<file path="config.mk">
export PLATFORM = sky130hd
export DESIGN_NAME = au_pipe
export DESIGN_NICKNAME = d
export VERILOG_FILES = /design/src/rtl/au_pipe.sv
export SDC_FILE = /design/constraint.sdc
export NUM_CORES = 1
export LEC_CHECK = 0
export BUFFER_PORTS_ARGS = -buffer_cell sky130_fd_sc_hd__buf_2
export CAP_MARGIN = 20
export CORE_AREA = 2 2 114 116
export CTS_BUF_LIST = sky130_fd_sc_hd__clkbuf_8
export DETAILED_ROUTE_END_ITERATION = 10
export DIE_AREA = 0 0 116 118
export PLACE_DENSITY_LB_ADDON = 0.12
export SYNTH_ARGS = -nofsm -noshare
export SYNTH_HDL_FRONTEND = slang
export SYNTH_SLANG_ARGS = --single-unit
</file>
<file path="constraint.sdc">
create_clock -name clk -period 3.85 [get_ports clk]
set_clock_uncertainty 0.05 [all_clocks]
set_input_delay 0.5775 -clock clk [delete_from_list [all_inputs] [get_ports clk]]
set_output_delay 0.5775 -clock clk [all_outputs]
set_load 0.05 [all_outputs]
</file>
<file path="src/rtl/au_pipe.sv">
// au_pipe: two-stage valid/ready arithmetic pipeline with saturating or
// wrapping W-bit results and an internal accumulator.
module au_pipe #(
    parameter int W   = 16,
    parameter bit SAT = 1
) (
    input  logic         clk,
    input  logic         rst,
    input  logic         in_valid,
    output logic         in_ready,
    input  logic [W-1:0] in_a,
    input  logic [W-1:0] in_b,
    input  logic [2:0]   op,
    input  logic         acc_clr,
    output logic         out_valid,
    input  logic         out_ready,
    output logic [W-1:0] out_data,
    output logic         out_ovf
);
    localparam logic [2:0] OP_SUB = 3'b000;
    localparam logic [2:0] OP_ADD = 3'b001;
    localparam logic [2:0] OP_MAX = 3'b010;
    localparam logic [2:0] OP_MIN = 3'b011;
    localparam logic [2:0] OP_ACC = 3'b100;
    localparam logic [2:0] OP_ABS = 3'b101;

    localparam logic [W-1:0] MAX_V = {1'b0, {(W-1){1'b1}}};
    localparam logic [W-1:0] MIN_V = {1'b1, {(W-1){1'b0}}};

    logic         s1_valid_q, s1_valid_d;
    logic [W-1:0] s1_a_q, s1_a_d;
    logic [W-1:0] s1_b_q, s1_b_d;
    logic [2:0]   s1_op_q, s1_op_d;
    logic         s2_valid_q, s2_valid_d;
    logic [W-1:0] s2_data_q, s2_data_d;
    logic         s2_ovf_q, s2_ovf_d;
    logic [W-1:0] acc_q, acc_d;

    logic         s2_adv, s1_adv, in_fire;
    logic [W-1:0] acc_base;
    logic [W:0]   ext_a, ext_b, ext_acc, diff, wide;
    logic         use_wide, res_ovf;
    logic [W-1:0] res;

    always_comb begin
        s2_adv  = !s2_valid_q || out_ready;
        s1_adv  = !s1_valid_q || s2_adv;
        in_ready = s1_adv && !rst;
        in_fire = in_valid && in_ready;

        // acc_clr on the same edge as an ACC advance makes the add start from 0
        acc_base = acc_clr ? '0 : acc_q;
        ext_a    = {s1_a_q[W-1], s1_a_q};
        ext_b    = {s1_b_q[W-1], s1_b_q};
        ext_acc  = {acc_base[W-1], acc_base};
        diff     = ext_a - ext_b;

        wide     = diff;
        use_wide = 1'b1;
        res      = s1_a_q;
        unique case (s1_op_q)
            OP_SUB: wide = diff;
            OP_ADD: wide = ext_a + ext_b;
            OP_MAX: begin
                use_wide = 1'b0;
                res      = diff[W] ? s1_b_q : s1_a_q;
            end
            OP_MIN: begin
                use_wide = 1'b0;
                res      = (!diff[W] && diff != '0) ? s1_b_q : s1_a_q;
            end
            OP_ACC: wide = ext_acc + ext_a;
            OP_ABS: wide = diff[W] ? -diff : diff;
            default: begin
                use_wide = 1'b0;
                res      = s1_a_q;
            end
        endcase

        res_ovf = use_wide && (wide[W] != wide[W-1]);
        if (use_wide) begin
            if (res_ovf && SAT) res = wide[W] ? MIN_V : MAX_V;
            else                res = wide[W-1:0];
        end

        s1_valid_d = s1_valid_q;
        s1_a_d     = s1_a_q;
        s1_b_d     = s1_b_q;
        s1_op_d    = s1_op_q;
        if (s1_adv) s1_valid_d = in_fire;
        if (in_fire) begin
            s1_a_d  = in_a;
            s1_b_d  = in_b;
            s1_op_d = op;
        end

        s2_valid_d = s2_valid_q;
        s2_data_d  = s2_data_q;
        s2_ovf_d   = s2_ovf_q;
        if (s2_adv) begin
            s2_valid_d = s1_valid_q;
            if (s1_valid_q) begin
                s2_data_d = res;
                s2_ovf_d  = res_ovf;
            end
        end

        acc_d = acc_base;
        if (s2_adv && s1_valid_q && s1_op_q == OP_ACC) acc_d = res;
    end

    always_ff @(posedge clk) begin
        if (rst) begin
            s1_valid_q <= 1'b0;
            s1_a_q     <= '0;
            s1_b_q     <= '0;
            s1_op_q    <= '0;
            s2_valid_q <= 1'b0;
            s2_data_q  <= '0;
            s2_ovf_q   <= 1'b0;
            acc_q      <= '0;
        end else begin
            s1_valid_q <= s1_valid_d;
            s1_a_q     <= s1_a_d;
            s1_b_q     <= s1_b_d;
            s1_op_q    <= s1_op_d;
            s2_valid_q <= s2_valid_d;
            s2_data_q  <= s2_data_d;
            s2_ovf_q   <= s2_ovf_d;
            acc_q      <= acc_d;
        end
    end

    assign out_valid = s2_valid_q && !rst;
    assign out_data  = s2_data_q;
    assign out_ovf   = s2_ovf_q;
endmodule

</file>
==> summary.md, run 1 <==
| Metric | Value |
|---|---|
| Run status | finished clean |
| Die span in y | 118 um |
| Synth top area cells | sky130_fd_sc_hd__dfxtp_1, sky130_fd_sc_hd__nand2_1, sky130_fd_sc_hd__ha_1 |
| Flops & latches, synth | 70 |
| Antenna cells | 0 |
| Crit end category | flip-flop |
| Delay contributed by the slowest stage of the critical path | 570 ps |
| Placeable Area | 0.01241 mm2 |
| Chip width | 116 um |
| Final worst path period share | 0.9784 |
| Largest net degree at the start of global routing | 40 |
| Share of synthesized area occupied by flip-flops and latches | 0.2412 |
| Most frequent cells after synthesis | sky130_fd_sc_hd__nand2_1, sky130_fd_sc_hd__dfxtp_1, sky130_fd_sc_hd__o21ai_0, sky130_fd_sc_hd__a21oi_1, sky130_fd_sc_hd__nor2_1 |
| CTS HTree Levels | 3 |
| Post-detailed-routing wire length | 22750 um |
| Measured slew at the worst slew-check pin | 939.0 ps |
| Vias after detailed routing | 6540 |
| Post-Synthesis Net Count | 841 |
| Startpoint type of the worst setup path | flip-flop |
| Internal reg-to-reg setup slack | 80 ps |
| Clk slew on worst S/H paths | 80 ps |
| TritonCTS clock tree | built |
| All-Layer GR Usage | 0.3327 |
| Launching element of the worst setup path | s1_a_q[0] |
| Routed length per instance | 20.72 um |
| Post-cts hold buffer count | 0 |
| Syn-to-layout area delta | 30.76% |
| Highest-delay cell along the critical path | sky130_fd_sc_hd__or4_4 |
| CP arrival | 3960 ps |
| Leakage | 3.303 nW |
| Buf/Inv on CP | 3 |
| First-pass iteration count of the detailed router | 6 |
| Avg Vias per Cell | 5.956 |
| Startpoint of the worst register-to-register path | s1_a_q[0] |
| Top cell type's share of synthesized area | 0.2412 |
| Gpl congestion | 0.9868 |
| Total of buffers placed on input and output ports | 58 |
| Clock Root Buffer | sky130_fd_sc_hd__clkbuf_8 |
| Buffer depth of the longest clock path | 2 |
| Count of cells along the worst register-to-register path | 15 |
| Final hold violation count | 0 |
| Number of violations reported at the end of detailed-routing iteration 0 | 614 |
| Worst-case vdd ir drop | 0.0002252 V |
| Unrepaired setup endpoints after global routing | true |
| Sequence of cells on the critical path | inv_2, ha_4, fa_2, nand2b_4, buf_4, a21oi_1, xor2_1, nor4_1, nand4_1, or4_4, o211ai_1, a21oi_4, buf_12, nor2_4, a31oi_1 |
| Worst Setup EP | out_data[0] |
| Dominant register cell in the synthesized netlist | sky130_fd_sc_hd__dfxtp_1 |
| R2r endpoint | out_data[0] |
| Pins Over Slew Limit | 0 |
| Total of endpoints with negative setup slack in the final report | 0 |
| Hold slack final | 341.5 ps |
| CP delay by family, top | simple AND/OR/NAND/NOR gates |
| Global-route wire length before repair | 34540 um |
| Clock insertion delay at the later pin of the skew report | 370 ps |
| Largest fanout of any net on the critical path | 8 |
| WP depth | 15 |
| I/O pin count | 59 |
| Cells after synthesis | 766 |
| Power density of the placed cells | 435.6 mW/mm2 |
| Distinct cells, synth | 77 |
| Count of flip-flops with a built-in enable after synthesis | 0 |
| Headroom to the max-slew limit | 0.3674 |
| Synthesized area per cell | 7.584 um2 |
| Ys async rst share | 0 |
| Achievable frequency | 0.2655 GHz |
| Netlist Area Pre-Place | 0.005809 mm2 |
| Fraction of layout instances using a drive strength above 1 | 0.3078 |
| Worst slack after detailed placement | -254.5 ps |
| Total Nets Final | 996 |
| Area leader, netlist | sky130_fd_sc_hd__dfxtp_1 |
| Std-Cell Rows | 41 |
| DRC Markers | 0 |
| Sum of overflow across all layers after global routing | 0 |
| Final critical-path required period | 3767 ps |
| Antenna-violating nets left | 0 |
| HPWL after detailed placement | 18070 um |
| Post-route worst setup slack | 83.04 ps |
| Ys Warns | 0 |
| CP required | 4040 ps |
| Clock net sink count | 70 |
| Starting density of the core | 0.4680 |
| Number of buffers created by CTS | 9 |
| Die ar. | 0.01369 mm2 |
| Kind of critical path | reg -> reg |
| Initial antenna violation count | 0 |
| Vias in the first global route | 6163 |
| Tightest Hold Check Type | in -> reg |
| Cell with the most instances after synthesis | sky130_fd_sc_hd__nand2_1 |
| Maxcap violations | 0 |
[how the worst min path moves through the flow]
stage	cells past startpoint	slack, ps	start	end
after floorplan	2	400	acc_q[15]	acc_q[15]
after global placement	2	390	out_data[15]	out_data[15]
after detailed placement	2	400	out_ovf	out_ovf
after CTS	3	320	in_a[7]	s1_a_q[7]
after global routing	3	340	in_b[12]	s1_b_q[12]
final	3	340	in_a[8]	s1_a_q[8]
[cell usage in the layout, fill, tap and decap left out, types with 9 or more instances in the layout]
master	count
sky130_fd_sc_hd__a221oi_2	9
sky130_fd_sc_hd__o211ai_1	9
sky130_fd_sc_hd__o31ai_1	26
sky130_fd_sc_hd__buf_2	58
sky130_fd_sc_hd__inv_1	28
sky130_fd_sc_hd__a21oi_1	42
sky130_fd_sc_hd__a31oi_1	19
sky130_fd_sc_hd__clkbuf_8	11
sky130_fd_sc_hd__o21ai_0	57
sky130_fd_sc_hd__mux2_2	11
sky130_fd_sc_hd__xnor2_1	15
sky130_fd_sc_hd__nand3_1	28
sky130_fd_sc_hd__xor2_1	17
sky130_fd_sc_hd__a211oi_1	12
sky130_fd_sc_hd__dfxtp_1	69
sky130_fd_sc_hd__ha_1	27
sky130_fd_sc_hd__buf_4	123
sky130_fd_sc_hd__nand2_1	126
sky130_fd_sc_hd__a21o_1	19
sky130_fd_sc_hd__nor2_1	36
[flip-flops by register name (all words and copies together), names as in the netlist]
register,cells
s1_a_q,16
s1_op_q,3
s1_valid_q,1
s1_b_q,16
out_data,16
s2_valid_q,1
acc_q,16
out_ovf,1
[area by class of cell]
cell class / count / area, um2
repair buffers: 188 / 1333
clock buffers: 11 / 151.4
multi-input cells: 622 / 4300
well taps: 172 / 215.2
flip-flops and latches: 70 / 1403
fillers: 1147 / 4818
inverters: 30 / 112.6
clock inverters: 5 / 81.33
[worst register-to-register path: stages (launching register included)]
cell and delay, ps:
sky130_fd_sc_hd__dfxtp_2 350, sky130_fd_sc_hd__inv_2 60, sky130_fd_sc_hd__ha_4 160, sky130_fd_sc_hd__fa_2 420
sky130_fd_sc_hd__nand2b_4 160, sky130_fd_sc_hd__buf_4 140, sky130_fd_sc_hd__a21oi_1 140, sky130_fd_sc_hd__xor2_1 100
sky130_fd_sc_hd__nor4_1 340, sky130_fd_sc_hd__nand4_1 220, sky130_fd_sc_hd__or4_4 570, sky130_fd_sc_hd__o211ai_1 320
sky130_fd_sc_hd__a21oi_4 90, sky130_fd_sc_hd__buf_12 160, sky130_fd_sc_hd__nor2_4 230, sky130_fd_sc_hd__a31oi_1 140
[logic make-up after synthesis]
kind of cell,count (synthesis),synth area share
AO/OA/AOI/OAI,278,0.3366
AND/OR/NAND/NOR,259,0.2100
buffers and inverters,75,0.05363
XOR/XNOR,32,0.04824
adder cells (fa/ha/maj),35,0.07797
flip-flops,70,0.2412
multiplexers,17,0.03231
[layer usage]
layer	up-vias	global-route usage	part of all wire
met1	3065	0.4304	0.42
met5	-	0	0
met3	48	0.06746	0.073
li1	3136	-	-
met2	291	0.5376	0.47
met4	0	0.1324	0.038
[per-stage QoR]
step	cells	area, um2	TNS, ps	power [mW]	utilization
after floorplan	766	5809	0	1.819	-
after global placement	1072	7038	-3713	2.441	0.5669
after CTS	1090	7307	0	3.165	0.5886
after detailed placement	1072	7038	-4153	2.456	0.5669
final	1098	7596	0	3.309	0.6119
after global routing	1098	7596	-547.7	3.478	0.6119
[power by group]
part | internal (mW) | switching (mW) | leakage [nW]
clock network | 0.400 | 0.297 | 0.116
logic | 0.753 | 1.05 | 2.61
registers | 0.774 | 0.0365 | 0.576
total | 1.93 | 1.38 | 3.30
[what timing repair did]
item                                    CTS  global route
endpoints found under the setup margin   12            33
pin swaps                                 4            18
resized for setup                         7            43
setup buffers                             2             6
gates cloned                              0             2
Power figures use the tool's default switching activity.
==> run 2: changes to the inputs <==
BUFFER_PORTS_ARGS = -buffer_cell sky130_fd_sc_hd__buf_4   (was -buffer_cell sky130_fd_sc_hd__buf_2)
==> run 2 against run 1 <==
Against the previous run:
- worst setup slack got worse by 53 ps
- combinational power barely moved
- global-route usage fell by 1.2 points
- flip-flop and latch count did not move
- wire length fell by 1.5%
- clock-buffer cell count did not move
- clock power fell by 8.8%
- die area did not move
- largest cell class unchanged
- largest power group unchanged
==> summary.md, run 2 (synthesized netlist as in run 1, its figures left out) <==
| Metric | Value |
|---|---|
| Power density of the placed cells | 429.0 mW/mm2 (-1.5%) |
| Largest fanout of any net on the critical path | 9 (+1) |
| Internal Dissipation | 1.869 mW (-3.0%) |
| Internal reg-to-reg setup slack | 30 ps (-50 ps) |
| Number of buffers created by CTS | 9 (unchanged) |
| Number of violations reported at the end of detailed-routing iteration 0 | 480 (-22%) |
| Clock share of power | 0.195 (-0.015) |
| Run status | finished clean |
| Maxcap violations | 0 (unchanged) |
| Measured slew at the worst slew-check pin | 879.3 ps (-59.69 ps) |
| Area used by multi-input combinational logic | 0.004323 mm2 (+0.52%) |
| DRC Markers | 0 (unchanged) |
| Std-Cell Rows | 41 (unchanged) |
| Final critical-path required period | 3820 ps (+52.58 ps) |
| Proportion of power drawn by combinational gates | 0.557 (+0.012) |
| Buffer depth of the longest clock path | 2 (unchanged) |
| R2r endpoint | out_data[4] |
| Number of cells after detailed placement | 1057 (-1.4%) |
| Pins Over Slew Limit | 0 (unchanged) |
| Clock Root Buffer | sky130_fd_sc_hd__clkbuf_8 |
| TritonCTS clock tree | built |
| Net switching power of the design | 1.398 mW (+1.1%) |
| Die span in y | 118 um (unchanged) |
| Initial antenna violation count | 0 (unchanged) |
| All-Layer GR Usage | 0.3206 (-0.01214) |
| HPWL after detailed placement | 17650 um (-2.3%) |
| Syn-to-layout area delta | 31.08% |
| Unrepaired setup endpoints after global routing | true |
| Avg Vias per Cell | 6.028 (+1.2%) |
| Final worst path period share | 0.9921 (+0.01366) |
| Worst-case vdd ir drop | 0.0002456 V (+9.1%) |
| Die ar. | 0.01369 mm2 (unchanged) |
| Total of buffers placed on input and output ports | 58 (unchanged) |
| Final hold violation count | 0 (unchanged) |
| Clock net sink count | 70 (unchanged) |
| Launching element of the worst setup path | s1_a_q[0] |
| Crit end category | flip-flop |
| Starting density of the core | 0.4680 (unchanged) |
| Placeable Area | 0.01241 mm2 (unchanged) |
| Post-detailed-routing wire length | 22400 um (-1.5%) |
| Tightest Hold Check Type | in -> reg |
| Fraction of layout instances using a drive strength above 1 | 0.3030 (-0.004812) |
| Count of cells along the worst register-to-register path | 17 (+2) |
| Chip width | 116 um (unchanged) |
| Gpl congestion | 1.041 (+5.5%) |
| Startpoint of the worst register-to-register path | s1_a_q[0] |
| Post-cts hold buffer count | 0 (unchanged) |
| Antenna cells | 0 (unchanged) |
| CTS HTree Levels | 3 (unchanged) |
| Clk slew on worst S/H paths | 80 ps (about the same) |
| Most frequent cells in the layout | sky130_fd_sc_hd__buf_4, sky130_fd_sc_hd__nand2_1, sky130_fd_sc_hd__dfxtp_1 |
| Worst Setup EP | out_data[4] |
| I/O pin count | 59 (unchanged) |
| Headroom to the max-slew limit | 0.4131 (+0.04576) |
| Sum of overflow across all layers after global routing | 0 (unchanged) |
| Kind of critical path | reg -> reg |
| CP arrival | 4020 ps (+60 ps) |
| Clock insertion delay at the later pin of the skew report | 370 ps (about the same) |
| Routed length per instance | 20.68 um (-0.18%) |
| Startpoint type of the worst setup path | flip-flop |
| Fill cell count | 1166 (+1.7%) |
| Sw Ratio | 0.4278 (+0.009942) |
| Antenna-violating nets left | 0 (unchanged) |
| Total Nets Final | 981 (-1.5%) |
| Worst slack after detailed placement | -191.3 ps (+63.26 ps) |
| Flip-flop and latch area | 0.001403 mm2 (unchanged) |
| CP required | 4050 ps (about the same) |
| Total of endpoints with negative setup slack in the final report | 0 (unchanged) |
| Post-route worst setup slack | 30.46 ps (-52.58 ps) |
| Vias in the first global route | 6174 (+0.18%) |
| Achievable frequency | 0.2618 GHz (-1.4%) |
| Sequential Power Share | 0.248 (+0.003) |
| First-pass iteration count of the detailed router | 5 (-1) |
| Final Non-Filler Cells | 1083 (-1.4%) |
| Global-route wire length before repair | 33310 um (-3.6%) |
| Vias after detailed routing | 6528 (-0.18%) |
| Most common library cell in the layout ignoring fill and taps | sky130_fd_sc_hd__buf_4 |
| Leakage | 3.253 nW (-1.5%) |
| Largest net degree at the start of global routing | 45 (+13%) |
| Final Util | 0.6134 (+0.001511) |
[run 2: changes by cell type in the layout (fill, tap and decap cells not counted), moves of 3 or more]
cell | before | now
sky130_fd_sc_hd__buf_2 | 58 | 0
sky130_fd_sc_hd__buf_4 | 123 | 166
sky130_fd_sc_hd__a21oi_1 | 42 | 37
sky130_fd_sc_hd__o21ai_0 | 57 | 62
sky130_fd_sc_hd__o21ai_1 | 8 | 3
sky130_fd_sc_hd__a21oi_4 | 1 | 5
sky130_fd_sc_hd__ha_1 | 27 | 23
sky130_fd_sc_hd__ha_2 | 5 | 9
sky130_fd_sc_hd__buf_6 | 3 | 6
[run 2: how the worst min path moves through the flow]
stage / slack [ps] / startpoint / endpoint / cells after the start
after floorplan: 400 / acc_q[15] / acc_q[15] / 2
after global placement: 400 / out_data[15] / out_data[15] / 2
after detailed placement: 400 / out_data[15] / out_data[15] / 2
after CTS: 320 / in_a[7] / s1_a_q[7] / 3
after global routing: 330 / in_a[9] / s1_a_q[9] / 3
final: 330 / in_a[7] / s1_a_q[7] / 3
[run 2: power groups by stage]
stage,Sequential [mW],Combinational (mW),Clock (mW)
5_1_grt,0.816,1.93,0.671
2_1_floorplan,0.880,0.939,0
3_3_place_gp,0.824,1.61,0
3_5_place_dp,0.826,1.62,0
4_1_cts,0.810,1.65,0.642
6_report,0.812,1.82,0.636
[run 2: critical path: stages, from the launching register on]
cell                       delay [ps]
sky130_fd_sc_hd__dfxtp_2          340
sky130_fd_sc_hd__inv_2             50
sky130_fd_sc_hd__ha_4             160
sky130_fd_sc_hd__fa_2             420
sky130_fd_sc_hd__nand2b_4         160
sky130_fd_sc_hd__a21o_1           200
sky130_fd_sc_hd__buf_6            140
sky130_fd_sc_hd__a21o_1           180
sky130_fd_sc_hd__a211oi_4         300
sky130_fd_sc_hd__buf_4            160
sky130_fd_sc_hd__o221ai_2          80
sky130_fd_sc_hd__or4_4            550
sky130_fd_sc_hd__o21ai_4          220
sky130_fd_sc_hd__a31oi_2          140
sky130_fd_sc_hd__buf_6            180
sky130_fd_sc_hd__buf_12           140
sky130_fd_sc_hd__a21oi_4          120
sky130_fd_sc_hd__a31oi_1           90
[run 2: cell type report]
type,count,share of cell area
Timing Repair Buffer,174,0.1778
Inverter,30,0.01479
Sequential cell,70,0.1842
Clock buffer,11,0.01988
Clock inverter,5,0.007394
Multi-Input combinational cell,621,0.5677
Tap cell,172,0.02826
[run 2: per-stage QoR]
step                area, um2  power [mW]  hold slack [ps]  TNS (ps)
finish                   7615       3.266            334.3         0
global route             7615       3.414            331.0     -1451
CTS                      7331       3.098            324.0    -6.517
detailed placement       7071       2.443            400.6     -2511
global placement         7071       2.431            395.3     -1354
floorplan                5809       1.819            398.4         0
[run 2: layer usage]
metal | GRT usage | wire length (um)
met5 | 0 | 0
met4 | 0.1808 | 1175
met3 | 0.06282 | 1438
met2 | 0.4978 | 10410
met1 | 0.4107 | 9376
[run 2: repair_timing]
action | CTS | global route
resized for setup | 9 | 48
setup buffers | 0 | 11
endpoints found under the setup margin | 16 | 33
hold endpoints to repair | 0 | 0
pin swaps | 2 | 26
